===== config.mk =====
export PLATFORM = sky130hd
export DESIGN_NAME = ex_mdu_flat
export DESIGN_NICKNAME = d
export VERILOG_FILES = /design/src/rtl/ex_mdu_if.sv /design/src/rtl/ex_mdu.sv /design/src/flat_wrapper.sv
export SDC_FILE = /design/constraint.sdc
export NUM_CORES = 1
export LEC_CHECK = 0
export ABC_AREA = 1
export CORE_MARGIN = 5
export CORE_UTILIZATION = 35
export DETAILED_ROUTE_END_ITERATION = 10
export PLACE_DENSITY_LB_ADDON = 0.15
export SLEW_MARGIN = 0
export SYNTH_ARGS = -nofsm -noshare
export SYNTH_HDL_FRONTEND = slang
export SYNTH_SLANG_ARGS = --single-unit

===== constraint.sdc =====
create_clock -name clk -period 8 [get_ports clk]
set_clock_uncertainty 0.05 [all_clocks]
set_input_delay 1.6 -clock clk [delete_from_list [all_inputs] [get_ports clk]]
set_output_delay 1.6 -clock clk [all_outputs]
set_load 0.05 [all_outputs]

===== src/rtl/ex_mdu_if.sv =====
// Operand/result bundle between the EX-stage issue logic and the multiply/divide unit.
// The master side issues operations and observes the stall request and the result strobe.
interface ex_mdu_if #(
   parameter int XLEN   = 32,
   parameter int REG_AW = 5
);
   logic              start_i;
   logic [2:0]        funct3_i;
   logic [XLEN-1:0]   a_i;
   logic [XLEN-1:0]   b_i;
   logic [REG_AW-1:0] wd_i;
   logic              flush_i;
   logic              busy_o;
   logic              valid_o;
   logic [XLEN-1:0]   wdata_o;
   logic [REG_AW-1:0] wd_o;

   modport master (
      output start_i, funct3_i, a_i, b_i, wd_i, flush_i,
      input  busy_o, valid_o, wdata_o, wd_o
   );

   modport slave (
      input  start_i, funct3_i, a_i, b_i, wd_i, flush_i,
      output busy_o, valid_o, wdata_o, wd_o
   );
endinterface


===== src/rtl/ex_mdu.sv =====
// Multi-cycle RV32M multiply/divide unit: shift-add multiplier, restoring divider,
// single-cycle fast path for divide-by-zero and signed overflow.
//  state | meaning
//  IDLE  | waiting for an op; start sampled here
//  MUL   | shift-add iterations, MUL_STEP multiplier bits per cycle
//  DIV   | restoring division, one quotient bit per cycle
//  DONE  | result strobe cycle, returns to IDLE
module ex_mdu #(
   parameter int XLEN     = 32,
   parameter int MUL_STEP = 1,
   parameter int REG_AW   = 5
) (
   input logic   clk,
   input logic   rst,
   input logic   rdy,
   ex_mdu_if.slave bus
);
   typedef enum logic [1:0] {S_IDLE, S_MUL, S_DIV, S_DONE} state_t;

   localparam int CW = $clog2(XLEN + 1);
   localparam logic [CW-1:0] MUL_LAST = CW'(XLEN / MUL_STEP - 1);
   localparam logic [CW-1:0] DIV_LAST = CW'(XLEN - 1);

   state_t              state;
   logic [CW-1:0]       count;
   logic [2:0]          f3;
   logic                sa, sb;
   logic [2*XLEN-1:0]   mcand, acc;
   logic [XLEN-1:0]     mplr, dvsr, quot, rmd;
   logic                valid_q;
   logic [XLEN-1:0]     wdata_q;
   logic [REG_AW-1:0]   wd_q, wd_lat;

   logic                accept, a_sop, b_sop, na, nb, is_div, b_zero, ovf;
   logic [XLEN-1:0]     mag_a, mag_b, fast_res;
   logic [2*XLEN-1:0]   mul_add, acc_nxt, mul_full;
   logic [XLEN-1:0]     mul_res;
   logic [XLEN:0]       r_sh, diff;
   logic                q_bit;
   logic [XLEN-1:0]     rmd_nxt, quot_nxt, div_q, div_r, div_res;

   assign accept = rdy & bus.start_i & ~bus.flush_i & (state == S_IDLE);

   // Operand preparation at accept: magnitudes plus sign flags
   always_comb begin
      a_sop    = (bus.funct3_i == 3'b001) | (bus.funct3_i == 3'b010) |
                 (bus.funct3_i == 3'b100) | (bus.funct3_i == 3'b110);
      b_sop    = (bus.funct3_i == 3'b001) | (bus.funct3_i == 3'b100) |
                 (bus.funct3_i == 3'b110);
      na       = a_sop & bus.a_i[XLEN-1];
      nb       = b_sop & bus.b_i[XLEN-1];
      mag_a    = na ? -bus.a_i : bus.a_i;
      mag_b    = nb ? -bus.b_i : bus.b_i;
      is_div   = bus.funct3_i[2];
      b_zero   = (bus.b_i == '0);
      ovf      = ~bus.funct3_i[0] & (bus.a_i == {1'b1, {(XLEN-1){1'b0}}}) & (bus.b_i == '1);
      if (b_zero) fast_res = bus.funct3_i[1] ? bus.a_i : '1;
      else        fast_res = bus.funct3_i[1] ? '0 : bus.a_i;
   end

   always_comb begin
      mul_add = '0;
      for (int j = 0; j < MUL_STEP; j++) begin
         if (mplr[j]) mul_add = mul_add + (mcand << j);
      end
      acc_nxt  = acc + mul_add;
      mul_full = (sa ^ sb) ? -acc_nxt : acc_nxt;
      mul_res  = (f3 == 3'b000) ? mul_full[XLEN-1:0] : mul_full[2*XLEN-1:XLEN];
   end

   // Restoring step: trial-subtract divisor from shifted partial remainder
   always_comb begin
      r_sh     = {rmd, quot[XLEN-1]};
      diff     = r_sh - {1'b0, dvsr};
      q_bit    = ~diff[XLEN];
      rmd_nxt  = q_bit ? diff[XLEN-1:0] : r_sh[XLEN-1:0];
      quot_nxt = {quot[XLEN-2:0], q_bit};
      div_q    = (sa ^ sb) ? -quot_nxt : quot_nxt;
      div_r    = sa ? -rmd_nxt : rmd_nxt;
      div_res  = f3[1] ? div_r : div_q;
   end

   always_ff @(posedge clk) begin
      if (rst) begin
         state   <= S_IDLE;
         count   <= '0;
         f3      <= '0;
         sa      <= 1'b0;
         sb      <= 1'b0;
         mcand   <= '0;
         acc     <= '0;
         mplr    <= '0;
         dvsr    <= '0;
         quot    <= '0;
         rmd     <= '0;
         valid_q <= 1'b0;
         wdata_q <= '0;
         wd_q    <= '0;
         wd_lat  <= '0;
      end else if (rdy) begin
         valid_q <= 1'b0;
         case (state)
            S_IDLE: begin
               if (accept) begin
                  f3     <= bus.funct3_i;
                  sa     <= na;
                  sb     <= nb;
                  count  <= '0;
                  wd_lat <= bus.wd_i;
                  mcand  <= {{XLEN{1'b0}}, mag_a};
                  mplr   <= mag_b;
                  acc    <= '0;
                  dvsr   <= mag_b;
                  quot   <= mag_a;
                  rmd    <= '0;
                  if (is_div & (b_zero | ovf)) begin
                     state   <= S_DONE;
                     valid_q <= 1'b1;
                     wdata_q <= fast_res;
                     wd_q    <= bus.wd_i;
                  end else begin
                     state <= is_div ? S_DIV : S_MUL;
                  end
               end
            end
            S_MUL: begin
               if (bus.flush_i) begin
                  state <= S_IDLE;
               end else begin
                  acc   <= acc_nxt;
                  mcand <= mcand << MUL_STEP;
                  mplr  <= mplr >> MUL_STEP;
                  count <= count + CW'(1);
                  if (count == MUL_LAST) begin
                     state   <= S_DONE;
                     valid_q <= 1'b1;
                     wdata_q <= mul_res;
                     wd_q    <= wd_lat;
                  end
               end
            end
            S_DIV: begin
               if (bus.flush_i) begin
                  state <= S_IDLE;
               end else begin
                  rmd   <= rmd_nxt;
                  quot  <= quot_nxt;
                  count <= count + CW'(1);
                  if (count == DIV_LAST) begin
                     state   <= S_DONE;
                     valid_q <= 1'b1;
                     wdata_q <= div_res;
                     wd_q    <= wd_lat;
                  end
               end
            end
            default: state <= S_IDLE;
         endcase
      end
   end

   assign bus.busy_o  = accept | (state == S_MUL) | (state == S_DIV);
   assign bus.valid_o = valid_q;
   assign bus.wdata_o = wdata_q;
   assign bus.wd_o    = wd_q;
endmodule

===== src/flat_wrapper.sv =====
// flat-port wrapper written by rule: the top's interface ports become plain ports
module ex_mdu_flat 
#(
   parameter int XLEN     = 32,
   parameter int MUL_STEP = 1,
   parameter int REG_AW   = 5
)
  (clk, rst, rdy, bus_start_i, bus_funct3_i, bus_a_i, bus_b_i, bus_wd_i, bus_flush_i, bus_busy_o, bus_valid_o, bus_wdata_o, bus_wd_o);
  ex_mdu_if #(.XLEN(XLEN), .REG_AW(REG_AW)) bus_i ();
  input logic clk;
  input logic rst;
  input logic rdy;
  input wire logic [$bits(bus_i.start_i)-1:0] bus_start_i;
  input wire logic [$bits(bus_i.funct3_i)-1:0] bus_funct3_i;
  input wire logic [$bits(bus_i.a_i)-1:0] bus_a_i;
  input wire logic [$bits(bus_i.b_i)-1:0] bus_b_i;
  input wire logic [$bits(bus_i.wd_i)-1:0] bus_wd_i;
  input wire logic [$bits(bus_i.flush_i)-1:0] bus_flush_i;
  output wire logic [$bits(bus_i.busy_o)-1:0] bus_busy_o;
  output wire logic [$bits(bus_i.valid_o)-1:0] bus_valid_o;
  output wire logic [$bits(bus_i.wdata_o)-1:0] bus_wdata_o;
  output wire logic [$bits(bus_i.wd_o)-1:0] bus_wd_o;
  assign bus_i.start_i = bus_start_i;
  assign bus_i.funct3_i = bus_funct3_i;
  assign bus_i.a_i = bus_a_i;
  assign bus_i.b_i = bus_b_i;
  assign bus_i.wd_i = bus_wd_i;
  assign bus_i.flush_i = bus_flush_i;
  assign bus_busy_o = bus_i.busy_o;
  assign bus_valid_o = bus_i.valid_o;
  assign bus_wdata_o = bus_i.wdata_o;
  assign bus_wd_o = bus_i.wd_o;
  ex_mdu #(.XLEN(XLEN), .MUL_STEP(MUL_STEP), .REG_AW(REG_AW)) u_core (.clk(clk), .rst(rst), .rdy(rdy), .bus(bus_i));
endmodule

==> results by group <==
Run status
  – Outcome: completed

Run
  – Max Cap Viol: 0

Floorplanning
  – Core area: 80550 um^2
  – Num rows: 104
  – Die height: 295.0 um
  – Starting Density: 35.30%
  – Die area: 87040 um^2
  – Die width: 295.0 um
  – Number of I/O pins: 116

STA
  – Final hold slack: 0.4113 ns
  – Final setup viols: 0
  – RSZ-0062 raised after global routing: false
  – Sum Neg Setup Slack: 0 ns
  – Hold Vio Cnt, Final: 0
  – F_max: 185.4 MHz
  – Fin crit period: 5.395 ns
  – Period utilization: 67.43%
  – Slew HR: 20.95%
  – Worst Tran Pin Value: 1.184 ns
  – Setup ws final: 2.605 ns
  – Max Transition Viols Final: 0

CTS
  – Post-CTS Setup Bufs: 0
  – H-tree Lvls: 2
  – Clk_lat worst skew: 0.59 ns
  – Post-CTS sizing: 0
  – CTS tree: yes
  – Cts hold-fix bufs: 0
  – CTS Sinks: 312
  – Worst-path clk slew: 0.05 ns
  – CTS buffer count: 41
  – Clock Path Buffers: 3
  – Root Buffer: clkbuf_16

Setup path
  – Setup crit start kind: primary input
  – R2R depth: 23
  – CP max FO: 14
  – Crit. path cell count: 7
  – WP data arrival: 3.74 ns
  – Worst EP required: 6.35 ns
  – Most frequent CP cell: clkdlybuf4s50_1
  – Crit end category: output pin
  – Crit-path max cell delay: 0.83 ns
  – Worst path cell trace: clkdlybuf4s50_1, nand3_1, nor2_1, buf_4, inv_2, nand2_1, clkdlybuf4s50_1
  – Slowest CP cell: clkdlybuf4s50_1
  – Top delay family on crit path: buffers and inverters
  – Crit Path Category: primary input to output pin
  – CP bufs+invs: 4

Routing
  – First-pass detailed-route iteration total: 6
  – Drt wl/cell: 19.47 um
  – Vias post-DR: 32388
  – Final wirelength: 121.3 mm
  – Detail Route Antenna Nets: 0
  – Drc violations: 0
  – Vias/cell: 5.198
  – DR iter-0 viols: 3078

Place
  – Dpl ws: 2.427 ns
  – Placer Congestion: 0.9607
  – PortBufs: 115
  – Dpl cells: 6158
  – HPWL after DPL: 96.11 mm

Logic synthesis
  – Mapped Area: 28430 um^2
  – EDFF count, synth: 0
  – Synth area leaders: nand2_1 (24%), dfxtp_1 (22%), inv_1 (10%)
  – Mapped Avg Cell Area: 5.532 um^2
  – Most common cell in the netlist: nand2_1
  – Most instantiated cells after synthesis: nand2_1 (1828), inv_1 (767), a21oi_1 (479)
  – Area leader, netlist: nand2_1
  – Asr flop ratio synth: 0%
  – Seq/Total Area, Yosys: 21.97%
  – Post-synth cell types: 59
  – Top FF cell, synth: dfxtp_1
  – Synth top area share: 24.13%
  – Mapped Cells: 5140
  – Syn nets: 5325
  – Synth warn: 0
  – Register bit count reported by yosys: 312

GRT
  – Vias in the first global route: 29357
  – GRT Util Overall: 26.75%
  – Largest net degree at the start of global routing: 173
  – Initial antenna violation count: 2
  – First-pass GRT wire length: 181.3 mm
  – Global route overflow: 0

Worst hold path
  – Hold path depth: 2
  – Hold crit path type: flip-flop to flip-flop

Layout
  – ANT cells: 0
  – Fillcell total: 9060
  – Fin nets: 5326
  – Fin cells: 6231
  – Share of layout cells above drive strength 1: 4.254%
  – P&R area growth vs syn: 11.82%

Power and ir drop
  – PD cells: 149.5 nW/um^2
  – Worst ir drop on vdd: 0.1155 mV
  – Lkg Pwr: 15.92 nW
-- path summary, 6_finish.rpt --
| path | from | to | slack [ns] |
|---|---|---|---|
| worst max-delay path | rdy | bus_busy_o | 2.61 |
| worst min-delay path | u_core.wd_lat[4] | u_core.wd_lat[4] | 0.41 |
| worst max register to register | u_core.mplr[0] | u_core.bus.wdata_o[20] | 2.72 |
| worst min register to register | u_core.wd_lat[4] | u_core.wd_lat[4] | 0.41 |
-- state kept, by name (all words and copies together) (netlist names), 6 cells and up --
register and flops:
u_core.quot 32, u_core.mplr 32, u_core.count 6, u_core.acc 64
u_core.dvsr 32, u_core.bus.wdata_o 32, u_core.rmd 32, u_core.mcand 64
-- layout by cell type (no fill, tap or decap), types with 34 or more instances in the layout --
cell,synthesis,layout
xor2_1,70,70
o21ai_0,222,222
nand2_1,1828,1828
nand3_1,332,332
a22oi_1,43,43
a31oi_1,34,34
clkdlybuf4s50_1,0,114
inv_1,767,765
dfxtp_1,312,311
a21oi_1,479,479
nor3_1,40,39
nand2_2,46,46
clkbuf_16,0,41
nand4_1,48,48
ha_1,106,104
nor2_1,410,406
-- per-layer routing --
layer | vias to the layer above | wire (um) | global-route usage [%]
met5 | - | 16 | 0
met1 | 14916 | 57270 | 38.81
met3 | 171 | 7070 | 2.674
met2 | 1033 | 51820 | 41.35
li1 | 16266 | - | -
met4 | 2 | 5133 | 9.641
-- power breakdown --
part	internal (W)	switching, W	leakage, nW
Clock	0.00111	0.000790	0.667
Sequential	0.00160	0.0000397	2.53
Combinational	0.000344	0.000877	12.7
Total	0.00305	0.00171	15.9
-- worst reg2reg max path: stages (launching register included) --
cell     delay (ns)
dfxtp_2        0.79
buf_4          0.56
nand2_1        0.14
inv_1          0.16
ha_1           0.25
nand2_1        0.11
nor2_1         0.27
nand2_1        0.12
nor2_1         0.36
nand3_1        0.24
nand4_1        0.14
nand2_1        0.25
nor2_1         0.21
inv_1          0.08
nor2_1         0.23
nand3_1        0.13
nand2_1        0.19
nand2_1        0.07
nand2_1        0.06
nand3_1        0.18
nand2_1        0.20
nand3_1        0.14
nand2_1        0.18
a21oi_1        0.08
-- metrics by stage --
step                      utilization (%)  cell area [um^2]  power, W
final                               39.48             31800  0.004754
after global routing                39.48             31800  0.004973
after CTS                           39.48             31800  0.004777
after detailed placement            37.80             30450  0.002873
after global placement              37.80             30450  0.002878
after floorplan                         -             28430  0.002450
-- logic make-up after synthesis --
logic type | after synthesis | synth area share, %
and+or+nand+nor | 2799 | 40.92
buffers and inverters | 964 | 12.95
AOI/OAI and AO/OA | 867 | 16.58
DFF | 312 | 21.97
adders and majority gates | 108 | 4.805
xor gates and xnor gates | 90 | 2.772
-- layout make-up --
type | count | area (um^2) | share of cell area (%)
clock inverters | 16 | 165.2 | 0.5194
clock buffers | 57 | 1186 | 3.730
well taps | 1060 | 1326 | 4.171
multi-input cells | 3864 | 18540 | 58.32
repair buffers | 143 | 1404 | 4.415
flip-flops and latches | 312 | 6247 | 19.65
inverters | 779 | 2924 | 9.196
(Power assumes the default switching activity.)
